### src/rtl/ser_pkg.sv
// Shared types and constants for the bit serializer.
package ser_pkg;

  typedef enum logic [1:0] {
    IDLE   = 2'd0,
    DATA   = 2'd1,
    PARITY = 2'd2
  } ser_state_t;

  localparam int unsigned DEFAULT_WIDTH = 8;

endpackage : ser_pkg

### src/rtl/bit_serializer.sv
// Parallel-to-serial converter with a valid/ready accept port.
// Optional even-parity trailer bit when BIT_SERIALIZER_PARITY_EN is defined.
module bit_serializer
  import ser_pkg::*;
#(
  parameter int unsigned WIDTH     = DEFAULT_WIDTH,
  parameter int unsigned MSB_FIRST = 1
) (
  input  logic             clk,
  input  logic             rst_n,
  input  logic [WIDTH-1:0] din,
  input  logic             din_valid,
  output logic             din_ready,
  output logic             ser_out,
  output logic             ser_valid,
  output logic             frame_start,
  output logic             busy
);

  localparam int unsigned     CW       = $clog2(WIDTH);
  localparam logic [CW-1:0]   LAST_CNT = CW'(WIDTH - 1);

  ser_state_t       state_q, state_d;
  logic [CW-1:0]    bit_cnt_q, bit_cnt_d;
  logic [WIDTH-1:0] shreg_q, shreg_d;
  logic             ser_out_q, ser_out_d;
  logic             ser_valid_q, ser_valid_d;
  logic             frame_start_q, frame_start_d;
  logic             busy_q, busy_d;
  // Holds din_ready low until the first clock edge after reset release.
  logic             ready_en_q;
  logic             accept;
`ifdef BIT_SERIALIZER_PARITY_EN
  logic             parity_q, parity_d;
`endif

  // Ready depends only on registered state: idle, or the last bit of a frame.
  always_comb begin
    din_ready = 1'b0;
    if (ready_en_q) begin
      case (state_q)
        IDLE:    din_ready = 1'b1;
`ifdef BIT_SERIALIZER_PARITY_EN
        PARITY:  din_ready = 1'b1;
`else
        DATA:    din_ready = (bit_cnt_q == LAST_CNT);
`endif
        default: din_ready = 1'b0;
      endcase
    end
  end

  assign accept = din_valid && din_ready;

  // Next-state, shift and counter logic; outputs are derived from the next
  // values so that the registered outputs line up with the new state.
  always_comb begin
    state_d   = state_q;
    bit_cnt_d = bit_cnt_q;
    shreg_d   = shreg_q;
`ifdef BIT_SERIALIZER_PARITY_EN
    parity_d  = parity_q;
`endif
    case (state_q)
      DATA: begin
        if (bit_cnt_q != LAST_CNT) begin
          bit_cnt_d = bit_cnt_q + 1'b1;
          shreg_d   = (MSB_FIRST != 0) ? {shreg_q[WIDTH-2:0], 1'b0}
                                       : {1'b0, shreg_q[WIDTH-1:1]};
        end else begin
`ifdef BIT_SERIALIZER_PARITY_EN
          state_d = PARITY;
`else
          state_d = IDLE;
`endif
        end
      end
`ifdef BIT_SERIALIZER_PARITY_EN
      PARITY:  state_d = IDLE;
`endif
      default: state_d = IDLE;
    endcase
    // A same-edge accept (from IDLE or the final bit) overrides the above.
    if (accept) begin
      state_d   = DATA;
      bit_cnt_d = '0;
      shreg_d   = din;
`ifdef BIT_SERIALIZER_PARITY_EN
      parity_d  = ^din;
`endif
    end

    ser_valid_d   = (state_d != IDLE);
    busy_d        = (state_d != IDLE);
    frame_start_d = (state_d == DATA) && (bit_cnt_d == '0);
    ser_out_d     = 1'b0;
    if (state_d == DATA) begin
      ser_out_d = (MSB_FIRST != 0) ? shreg_d[WIDTH-1] : shreg_d[0];
    end
`ifdef BIT_SERIALIZER_PARITY_EN
    else if (state_d == PARITY) begin
      ser_out_d = parity_d;
    end
`endif
  end

  // FSM state, datapath and registered outputs.
  always_ff @(posedge clk or negedge rst_n) begin
    if (!rst_n) begin
      state_q       <= IDLE;
      bit_cnt_q     <= '0;
      shreg_q       <= '0;
      ser_out_q     <= 1'b0;
      ser_valid_q   <= 1'b0;
      frame_start_q <= 1'b0;
      busy_q        <= 1'b0;
      ready_en_q    <= 1'b0;
`ifdef BIT_SERIALIZER_PARITY_EN
      parity_q      <= 1'b0;
`endif
    end else begin
      state_q       <= state_d;
      bit_cnt_q     <= bit_cnt_d;
      shreg_q       <= shreg_d;
      ser_out_q     <= ser_out_d;
      ser_valid_q   <= ser_valid_d;
      frame_start_q <= frame_start_d;
      busy_q        <= busy_d;
      ready_en_q    <= 1'b1;
`ifdef BIT_SERIALIZER_PARITY_EN
      parity_q      <= parity_d;
`endif
    end
  end

  assign ser_out     = ser_out_q;
  assign ser_valid   = ser_valid_q;
  assign frame_start = frame_start_q;
  assign busy        = busy_q;

endmodule : bit_serializer
### config.mk
export PLATFORM = sky130hd
export DESIGN_NAME = bit_serializer
export DESIGN_NICKNAME = d
export VERILOG_FILES = /design/src/rtl/ser_pkg.sv /design/src/rtl/bit_serializer.sv
export SDC_FILE = /design/constraint.sdc
export NUM_CORES = 1
export LEC_CHECK = 0
export BUFFER_PORTS_ARGS = -buffer_cell sky130_fd_sc_hd__buf_2
export CAP_MARGIN = 20
export CORE_AREA = 2 2 44 54
export DETAILED_ROUTE_END_ITERATION = 10
export DIE_AREA = 0 0 46 56
export PLACE_DENSITY = 0.56
export REMOVE_ABC_BUFFERS = 1
export SYNTH_ARGS = -nofsm -noshare
export SYNTH_HDL_FRONTEND = slang
export SYNTH_SLANG_ARGS = --single-unit
### constraint.sdc
create_clock -name clk -period 1.95 [get_ports clk]
set_input_delay 0.39 -clock clk [delete_from_list [all_inputs] [get_ports clk]]
set_output_delay 0.39 -clock clk [all_outputs]
set_load 0.05 [all_outputs]
==> run_summary.xml, run 1 <==
<?xml version="1.0" encoding="UTF-8"?>
<metrics>
  <group name="timing">
    <metric name="report.final.hold_viol_count" unit="">0</metric>
    <metric name="rsz0062_at_grt" unit="">no</metric>
    <metric name="max_freq" unit="MHz">539</metric>
    <metric name="layout_min_cycle_time" unit="ns">1.86</metric>
    <metric name="final_report_setup_violation_count" unit="">0</metric>
    <metric name="timing.setup.tns" unit="ns">0</metric>
    <metric name="final-max-slew-violation-count" unit="">0</metric>
    <metric name="finClkSkew" unit="ns">0.00653</metric>
    <metric name="period_share" unit="">0.952</metric>
  </group>
  <group name="die">
    <metric name="num_io_pins" unit="">16</metric>
    <metric name="floorplan.initialDensity" unit="">0.381</metric>
    <metric name="die_x" unit="µm">46</metric>
    <metric name="die_y" unit="µm">56</metric>
    <metric name="rows" unit="">18</metric>
    <metric name="design.core.area" unit="mm²">0.00203</metric>
    <metric name="dieArea" unit="mm²">0.00258</metric>
  </group>
  <group name="critical_path">
    <metric name="path_delay_family" unit="">flip-flops</metric>
    <metric name="worstReg2RegEnd" unit="">frame_start</metric>
    <metric name="rr_worst_depth" unit="">4</metric>
    <metric name="worst-setup-path-type" unit="">flip-flop to primary output</metric>
    <metric name="critical_path_cell_count" unit="">3</metric>
    <metric name="crit_path_cell_trace" unit="">nand2b_2 &gt; nor2_1 &gt; buf_2</metric>
    <metric name="cp.buffers_inverters" unit="">1</metric>
    <metric name="start_kind" unit="">flip-flop</metric>
    <metric name="critPathArrivalTime" unit="ns">1.47</metric>
    <metric name="required" unit="ns">1.56</metric>
    <metric name="worst_path_largest_cell_delay" unit="ns">0.51</metric>
    <metric name="critPathMaxFanout" unit="">16</metric>
    <metric name="critPathCaptureType" unit="">primary output</metric>
    <metric name="critical_path.slowest_cell" unit="">sky130_fd_sc_hd__dfrtp_2</metric>
    <metric name="reg_to_reg_setup_timing_slack" unit="ns">0.19</metric>
    <metric name="regToRegStartpoint" unit="">bit_cnt_q[0]</metric>
  </group>
  <group name="synth">
    <metric name="ys_async_sr_fraction" unit="">1.00</metric>
    <metric name="flops_latches_synth" unit="">16</metric>
    <metric name="yosys.cell_count.top_type" unit="">sky130_fd_sc_hd__dfrtp_1</metric>
    <metric name="synth_top_cells_by_area" unit="">sky130_fd_sc_hd__dfrtp_1 (52%), sky130_fd_sc_hd__o21ai_0 (7.1%), sky130_fd_sc_hd__nand3_1 (5.8%)</metric>
    <metric name="postSynthCellCount" unit="">79</metric>
    <metric name="synth_enable_flop_cells" unit="">0</metric>
    <metric name="yosys-top-cells-count" unit="">sky130_fd_sc_hd__dfrtp_1 (16), sky130_fd_sc_hd__o21ai_0 (11), sky130_fd_sc_hd__nand3_1 (9)</metric>
    <metric name="synth_largest_area_cell" unit="">sky130_fd_sc_hd__dfrtp_1</metric>
    <metric name="post_synth_instance_area" unit="µm²">773</metric>
    <metric name="synth.yosys.seq_area_share" unit="">0.518</metric>
    <metric name="yosysWarnings" unit="">0</metric>
    <metric name="synth.avg_cell_area" unit="µm²">9.79</metric>
    <metric name="synthDominantCellAreaShare" unit="">0.518</metric>
    <metric name="yosys.cell_types.count" unit="">28</metric>
    <metric name="synth_top_flop_cell" unit="">sky130_fd_sc_hd__dfrtp_1</metric>
  </group>
  <group name="clock_tree">
    <metric name="cts-root-buf" unit="">sky130_fd_sc_hd__clkbuf_4</metric>
    <metric name="cts-buffers-inserted" unit="">3</metric>
    <metric name="htree_levels" unit="">1</metric>
    <metric name="clock_path_buffers" unit="">2</metric>
    <metric name="cts_tree" unit="">yes</metric>
    <metric name="cts_setup_buffers" unit="">0</metric>
    <metric name="clk_pin_slew" unit="ns">0.09</metric>
    <metric name="clkLatencyLatePin" unit="ns">0.29</metric>
    <metric name="sink_count" unit="">16</metric>
  </group>
  <group name="drt">
    <metric name="drt.antenna.violating_nets" unit="">0</metric>
    <metric name="overall_routed_net_length" unit="µm">1580</metric>
    <metric name="num_vias" unit="">660</metric>
    <metric name="wl_per_cell" unit="µm">13.8</metric>
    <metric name="via_per_inst" unit="">5.74</metric>
    <metric name="drc" unit="">0</metric>
    <metric name="detail_route.first_pass.iterations" unit="">4</metric>
    <metric name="detail_route.iter0.violations" unit="">16</metric>
  </group>
  <group name="final_layout">
    <metric name="diodes" unit="">0</metric>
    <metric name="design.final.nets" unit="">108</metric>
    <metric name="post-route-util" unit="">0.445</metric>
    <metric name="layout-drive-gt1-share" unit="">0.274</metric>
    <metric name="area.growth.synth_to_final" unit="%">16.7</metric>
    <metric name="fillers" unit="">199</metric>
    <metric name="layout.cells.non_filler" unit="">115</metric>
  </group>
  <group name="worst_hold_path">
    <metric name="hold_depth" unit="">3</metric>
    <metric name="min_delay_worst_endpoint" unit="">shreg_q[0]</metric>
    <metric name="hp-class" unit="">primary input to flip-flop</metric>
    <metric name="min_from" unit="">din[0]</metric>
  </group>
  <group name="pwr">
    <metric name="power_density" unit="mW/mm²">1020</metric>
    <metric name="p_total" unit="mW">0.919</metric>
    <metric name="leakage" unit="nW">0.418</metric>
    <metric name="ir_worst_vdd" unit="V">0.000457</metric>
  </group>
  <group name="global_routing">
    <metric name="grt_resource_usage_total" unit="">0.141</metric>
    <metric name="maximum_number_of_pins_on_one_net_before_global_route_repair" unit="">17</metric>
    <metric name="first_global_vias" unit="">609</metric>
    <metric name="global_route_wire_length_before_repair" unit="µm">2660</metric>
    <metric name="grt_remaining_overflow" unit="">0</metric>
    <metric name="antenna_violations_before_repair" unit="">0</metric>
  </group>
  <group name="placed_design">
    <metric name="portBuffers" unit="">15</metric>
    <metric name="placed_cells" unit="">110</metric>
    <metric name="dp_hpwl" unit="µm">1140</metric>
    <metric name="gp_congestion" unit="">0.795</metric>
  </group>
  <group name="job">
    <metric name="drv_cap" unit="">0</metric>
  </group>
  <group name="run_status">
    <metric name="status" unit="">complete, no violations</metric>
  </group>
</metrics>
repair_timing:
action	CTS	global route
setup endpoints to repair	1	1
hold buffers	1	0
hold endpoints to repair	9	0
gates resized for setup	1	1
pin swaps	0	0
worst reg2reg max path: stages, from the launching register on:
cell and delay, ns:
sky130_fd_sc_hd__dfrtp_1 0.39, sky130_fd_sc_hd__ha_1 0.24, sky130_fd_sc_hd__a21bo_2 0.28, sky130_fd_sc_hd__nand3_1 0.37
sky130_fd_sc_hd__a222oi_1 0.38
cells by family (layout without fill, tap and decap cells):
family | Yosys count | after routing | share of synthesized area
AOI/OAI and AO/OA | 24 | 24 | 0.191
DFF | 16 | 16 | 0.518
other | 2 | 2 | 0.00971
buffers and inverters | 11 | 27 | 0.0712
and+or+nand+nor | 23 | 23 | 0.162
adders and majority gates | 1 | 1 | 0.0162
muxes | 2 | 2 | 0.0324
final cells by class:
type	instances	area [µm²]	area share
Tap cell	20	25.0	0.0277
Sequential cell	16	402	0.445
Multi-Input combinational cell	52	320	0.355
Clock buffer	4	36.3	0.0402
Timing Repair Buffer	18	100	0.111
Inverter	5	18.8	0.0208
flip-flops by register name, indices dropped and copies added, names as in the netlist:
signal,cells
frame_start,1
shreg_q,7
ready_en_q,1
state_q,2
busy,1
ser_out,1
bit_cnt_q,3
placed cells by master (no fill, tap or decap), types with 2 or more instances in the layout:
master                      n
sky130_fd_sc_hd__dfrtp_1   15
sky130_fd_sc_hd__buf_2     15
sky130_fd_sc_hd__o21ai_0   11
sky130_fd_sc_hd__nand3_1    9
sky130_fd_sc_hd__nor4_1     6
sky130_fd_sc_hd__a31oi_1    6
sky130_fd_sc_hd__inv_1      4
sky130_fd_sc_hd__clkbuf_4   3
sky130_fd_sc_hd__a21oi_1    2
sky130_fd_sc_hd__nor2_1     2
sky130_fd_sc_hd__buf_4      2
sky130_fd_sc_hd__conb_1     2
routing by layer:
| layer | vias to the layer above | GRT usage | part of all wire |
|---|---|---|---|
| met1 | 317 | 0.181 | 0.47 |
| met2 | 19 | 0.210 | 0.46 |
| met5 | - | 0 | 0 |
| li1 | 319 | - | - |
| met4 | 0 | 0.0735 | 0.024 |
| met3 | 5 | 0.0325 | 0.049 |
how the worst max path moves through the flow:
stage,startpoint,to,slack (ns)
2_1_floorplan,state_q[1],din_ready,0.14
3_3_place_gp,bit_cnt_q[0],frame_start,0.31
3_5_place_dp,bit_cnt_q[0],frame_start,0.22
4_1_cts,state_q[1],din_ready,0.03
5_1_grt,state_q[1],din_ready,0.03
6_report,state_q[1],din_ready,0.09
where the power goes:
group	total [mW]	switching (mW)	internal (mW)
clock	0.222	0.109	0.114
combinational	0.232	0.132	0.100
sequential	0.465	0.0568	0.408
total	0.919	0.297	0.622
stage by stage:
step,hold slack [ns],worst slack [ns],area (µm²)
6_report,0.321,0.0934,902
5_1_grt,0.317,0.0317,902
4_1_cts,0.319,0.0305,901
3_3_place_gp,0.321,0.308,852
2_1_floorplan,0.0944,0.141,737
3_5_place_dp,0.318,0.225,852
No activity file was read; power rests on OpenSTA's default activity.
==> run 2, diff against run 1 <==
CORE_AREA = 2 2 40 49   (was 2 2 44 54)
DIE_AREA = 0 0 42 51   (was 0 0 46 56)
GPL_ROUTABILITY_DRIVEN = 0   (was default)
PLACE_DENSITY = 0.67   (was 0.56)
==> run 2 against run 1 <==
  * Largest power group unchanged
  * Register-to-register slack hardly changed
  * The flow now finishes with violations (negative hold slack)
  * Clock skew is 0.00099 ns lower
  * Wire length is 5.9% lower
  * Critical path type unchanged
==> run_summary.xml, run 2 (synthesized netlist as in run 1, its figures left out) <==
<?xml version="1.0" encoding="UTF-8"?>
<metrics>
  <group name="clock_tree">
    <metric name="clk_pin_slew" unit="ns">0.09</metric>
    <metric name="postCtsResizedCells" unit="">0</metric>
    <metric name="htree_levels" unit="">1</metric>
    <metric name="clkLatencyLatePin" unit="ns">0.28</metric>
    <metric name="cts-buffers-inserted" unit="">3</metric>
    <metric name="clock_path_buffers" unit="">2</metric>
    <metric name="cts_tree" unit="">yes</metric>
    <metric name="cts_setup_buffers" unit="">0</metric>
    <metric name="cts.hold.buffers_added" unit="">0</metric>
    <metric name="cts-root-buf" unit="">sky130_fd_sc_hd__clkbuf_4</metric>
    <metric name="sink_count" unit="">16</metric>
  </group>
  <group name="timing">
    <metric name="finClkSkew" unit="ns">0.00555</metric>
    <metric name="final-max-slew-violation-count" unit="">0</metric>
    <metric name="rsz0062_at_grt" unit="">no</metric>
    <metric name="final.hold.worst_slack" unit="ns">-0.000938</metric>
    <metric name="final_critical_path_setup_slack" unit="ns">0.113</metric>
    <metric name="report.final.hold_viol_count" unit="">8</metric>
    <metric name="period_share" unit="">0.942</metric>
    <metric name="timing.setup.tns" unit="ns">0</metric>
    <metric name="max_freq" unit="MHz">544</metric>
    <metric name="final_report_setup_violation_count" unit="">0</metric>
    <metric name="layout_min_cycle_time" unit="ns">1.84</metric>
  </group>
  <group name="critical_path">
    <metric name="critPathCaptureType" unit="">primary output</metric>
    <metric name="worstSetupEndpoint" unit="">din_ready</metric>
    <metric name="path_delay_family" unit="">flip-flops</metric>
    <metric name="reg_to_reg_setup_timing_slack" unit="ns">0.20</metric>
    <metric name="cp.buffers_inverters" unit="">1</metric>
    <metric name="start_kind" unit="">flip-flop</metric>
    <metric name="required" unit="ns">1.56</metric>
    <metric name="worst_path_largest_cell_delay" unit="ns">0.50</metric>
    <metric name="rr_worst_depth" unit="">4</metric>
    <metric name="critical_path_cell_count" unit="">3</metric>
    <metric name="worstReg2RegEnd" unit="">frame_start</metric>
    <metric name="critical_path.slowest_cell" unit="">sky130_fd_sc_hd__dfrtp_2</metric>
    <metric name="critPathArrivalTime" unit="ns">1.45</metric>
    <metric name="regToRegStartpoint" unit="">bit_cnt_q[0]</metric>
    <metric name="worst-setup-path-type" unit="">flip-flop to primary output</metric>
    <metric name="crit_path_cell_trace" unit="">nand2b_2 &gt; nor2_1 &gt; buf_2</metric>
    <metric name="crit_path_start" unit="">state_q[1]</metric>
    <metric name="critPathMaxFanout" unit="">16</metric>
  </group>
  <group name="final_layout">
    <metric name="layout.cells.non_filler" unit="">112</metric>
    <metric name="fillers" unit="">174</metric>
    <metric name="diodes" unit="">0</metric>
    <metric name="layout-drive-gt1-share" unit="">0.269</metric>
    <metric name="top_regs" unit="">shreg_q: 7 flops, bit_cnt_q: 3 flops, state_q: 2 flops</metric>
    <metric name="max_flop_register" unit="">shreg_q</metric>
    <metric name="design.final.nets" unit="">107</metric>
    <metric name="most_frequent_cells_in_the_layout" unit="">sky130_fd_sc_hd__dfrtp_1 (15), sky130_fd_sc_hd__buf_2 (15), sky130_fd_sc_hd__o21ai_0 (11)</metric>
    <metric name="largest_register_ffs" unit="">7</metric>
    <metric name="area.growth.synth_to_final" unit="%">13.4</metric>
  </group>
  <group name="die">
    <metric name="design.core.area" unit="mm²">0.00172</metric>
    <metric name="floorplan.initialDensity" unit="">0.449</metric>
    <metric name="die_y" unit="µm">51</metric>
    <metric name="die_x" unit="µm">42</metric>
    <metric name="rows" unit="">17</metric>
    <metric name="dieArea" unit="mm²">0.00214</metric>
    <metric name="num_io_pins" unit="">16</metric>
  </group>
  <group name="global_routing">
    <metric name="antenna_violations_before_repair" unit="">0</metric>
    <metric name="grt_resource_usage_total" unit="">0.162</metric>
    <metric name="met1_track_demand_over_resource" unit="">0.203</metric>
    <metric name="busiest_layer" unit="">met2</metric>
    <metric name="maximum_number_of_pins_on_one_net_before_global_route_repair" unit="">17</metric>
    <metric name="global_route_wire_length_before_repair" unit="µm">2500</metric>
    <metric name="grt.met3_usage" unit="">0.0565</metric>
    <metric name="grtUsageMet2" unit="">0.237</metric>
    <metric name="grt_remaining_overflow" unit="">0</metric>
    <metric name="first_global_vias" unit="">555</metric>
  </group>
  <group name="pwr">
    <metric name="power_switching_share" unit="">0.327</metric>
    <metric name="design_internal_power" unit="mW">0.579</metric>
    <metric name="power.net_switching" unit="mW">0.282</metric>
    <metric name="power_density" unit="mW/mm²">981</metric>
    <metric name="comb_power_share" unit="">0.265</metric>
    <metric name="ir_worst_vdd" unit="V">0.000507</metric>
    <metric name="seq_power_share" unit="">0.541</metric>
    <metric name="leakage" unit="nW">0.407</metric>
    <metric name="power.share.clock" unit="">0.194</metric>
  </group>
  <group name="drt">
    <metric name="wl_per_cell" unit="µm">13.3</metric>
    <metric name="drc" unit="">0</metric>
    <metric name="drt.antenna.violating_nets" unit="">0</metric>
    <metric name="detail_route.first_pass.iterations" unit="">4</metric>
    <metric name="num_vias" unit="">638</metric>
    <metric name="overall_routed_net_length" unit="µm">1490</metric>
    <metric name="detail_route.iter0.violations" unit="">14</metric>
    <metric name="via_per_inst" unit="">5.70</metric>
  </group>
  <group name="placed_design">
    <metric name="dp_hpwl" unit="µm">1060</metric>
    <metric name="preCtsSetupSlack" unit="ns">0.228</metric>
    <metric name="portBuffers" unit="">15</metric>
    <metric name="placed_cells" unit="">109</metric>
  </group>
  <group name="run_status">
    <metric name="status" unit="">finished with violations</metric>
    <metric name="failed_checks" unit="">negative hold slack</metric>
  </group>
  <group name="worst_hold_path">
    <metric name="hp-class" unit="">primary input to async pin</metric>
  </group>
  <group name="job">
    <metric name="drv_cap" unit="">0</metric>
  </group>
</metrics>
==> run 2: changes by cell type in the layout (fill, tap and decap cells not counted) <==
cell,previous run,this run
sky130_fd_sc_hd__clkbuf_8,1,0
sky130_fd_sc_hd__dlygate4sd3_1,1,0
==> run 2: cell type report <==
type                       count  area [µm²]  share of cell area
tap                           19        23.8              0.0271
inverter                       5        18.8              0.0214
sequential                    16         402               0.458
clock buffer                   3        22.5              0.0257
timing repair buffer          17        90.1               0.103
multi-input combinational     52         320               0.365
==> run 2: worst min path at each step <==
stage	from	to	slack, ns	cells past startpoint
after global placement	rst_n	bit_cnt_q[2]	0.31	1
after detailed placement	rst_n	bit_cnt_q[2]	0.31	1
after floorplan	rst_n	bit_cnt_q[0]	0.09	0
final	rst_n	state_q[0]	-0.0009	1
after global routing	rst_n	state_q[0]	0.01	1
after CTS	rst_n	bit_cnt_q[2]	0.01	1
==> run 2: per-stage QoR <==
stage / instance area (µm²) / total power, mW / hold slack [ns] / util
after floorplan: 737 / 0.629 / 0.0944 / -
after global placement: 851 / 0.692 / 0.312 / 0.494
after detailed placement: 851 / 0.700 / 0.314 / 0.494
after CTS: 873 / 0.861 / 0.0104 / 0.507
after global routing: 877 / 0.936 / 0.00950 / 0.509
final: 877 / 0.861 / -0.000938 / 0.509
==> run 2: power groups by stage <==
| stage | registers [mW] | clock network, mW | logic [mW] |
|---|---|---|---|
| after detailed placement | 0.472 | 0 | 0.228 |
| after global routing | 0.476 | 0.202 | 0.258 |
| after floorplan | 0.484 | 0 | 0.145 |
| after CTS | 0.464 | 0.167 | 0.229 |
| after global placement | 0.468 | 0 | 0.224 |
| final | 0.465 | 0.167 | 0.228 |
==> run 2: metal layers <==
| metal | routed length, µm | vias to the layer above | part of all wire |
|---|---|---|---|
| li1 | - | 314 | - |
| met3 | 81 | 4 | 0.054 |
| met2 | 685 | 18 | 0.46 |
| met1 | 697 | 302 | 0.47 |
| met4 | 26 | 0 | 0.017 |
| met5 | 0 | - | 0 |
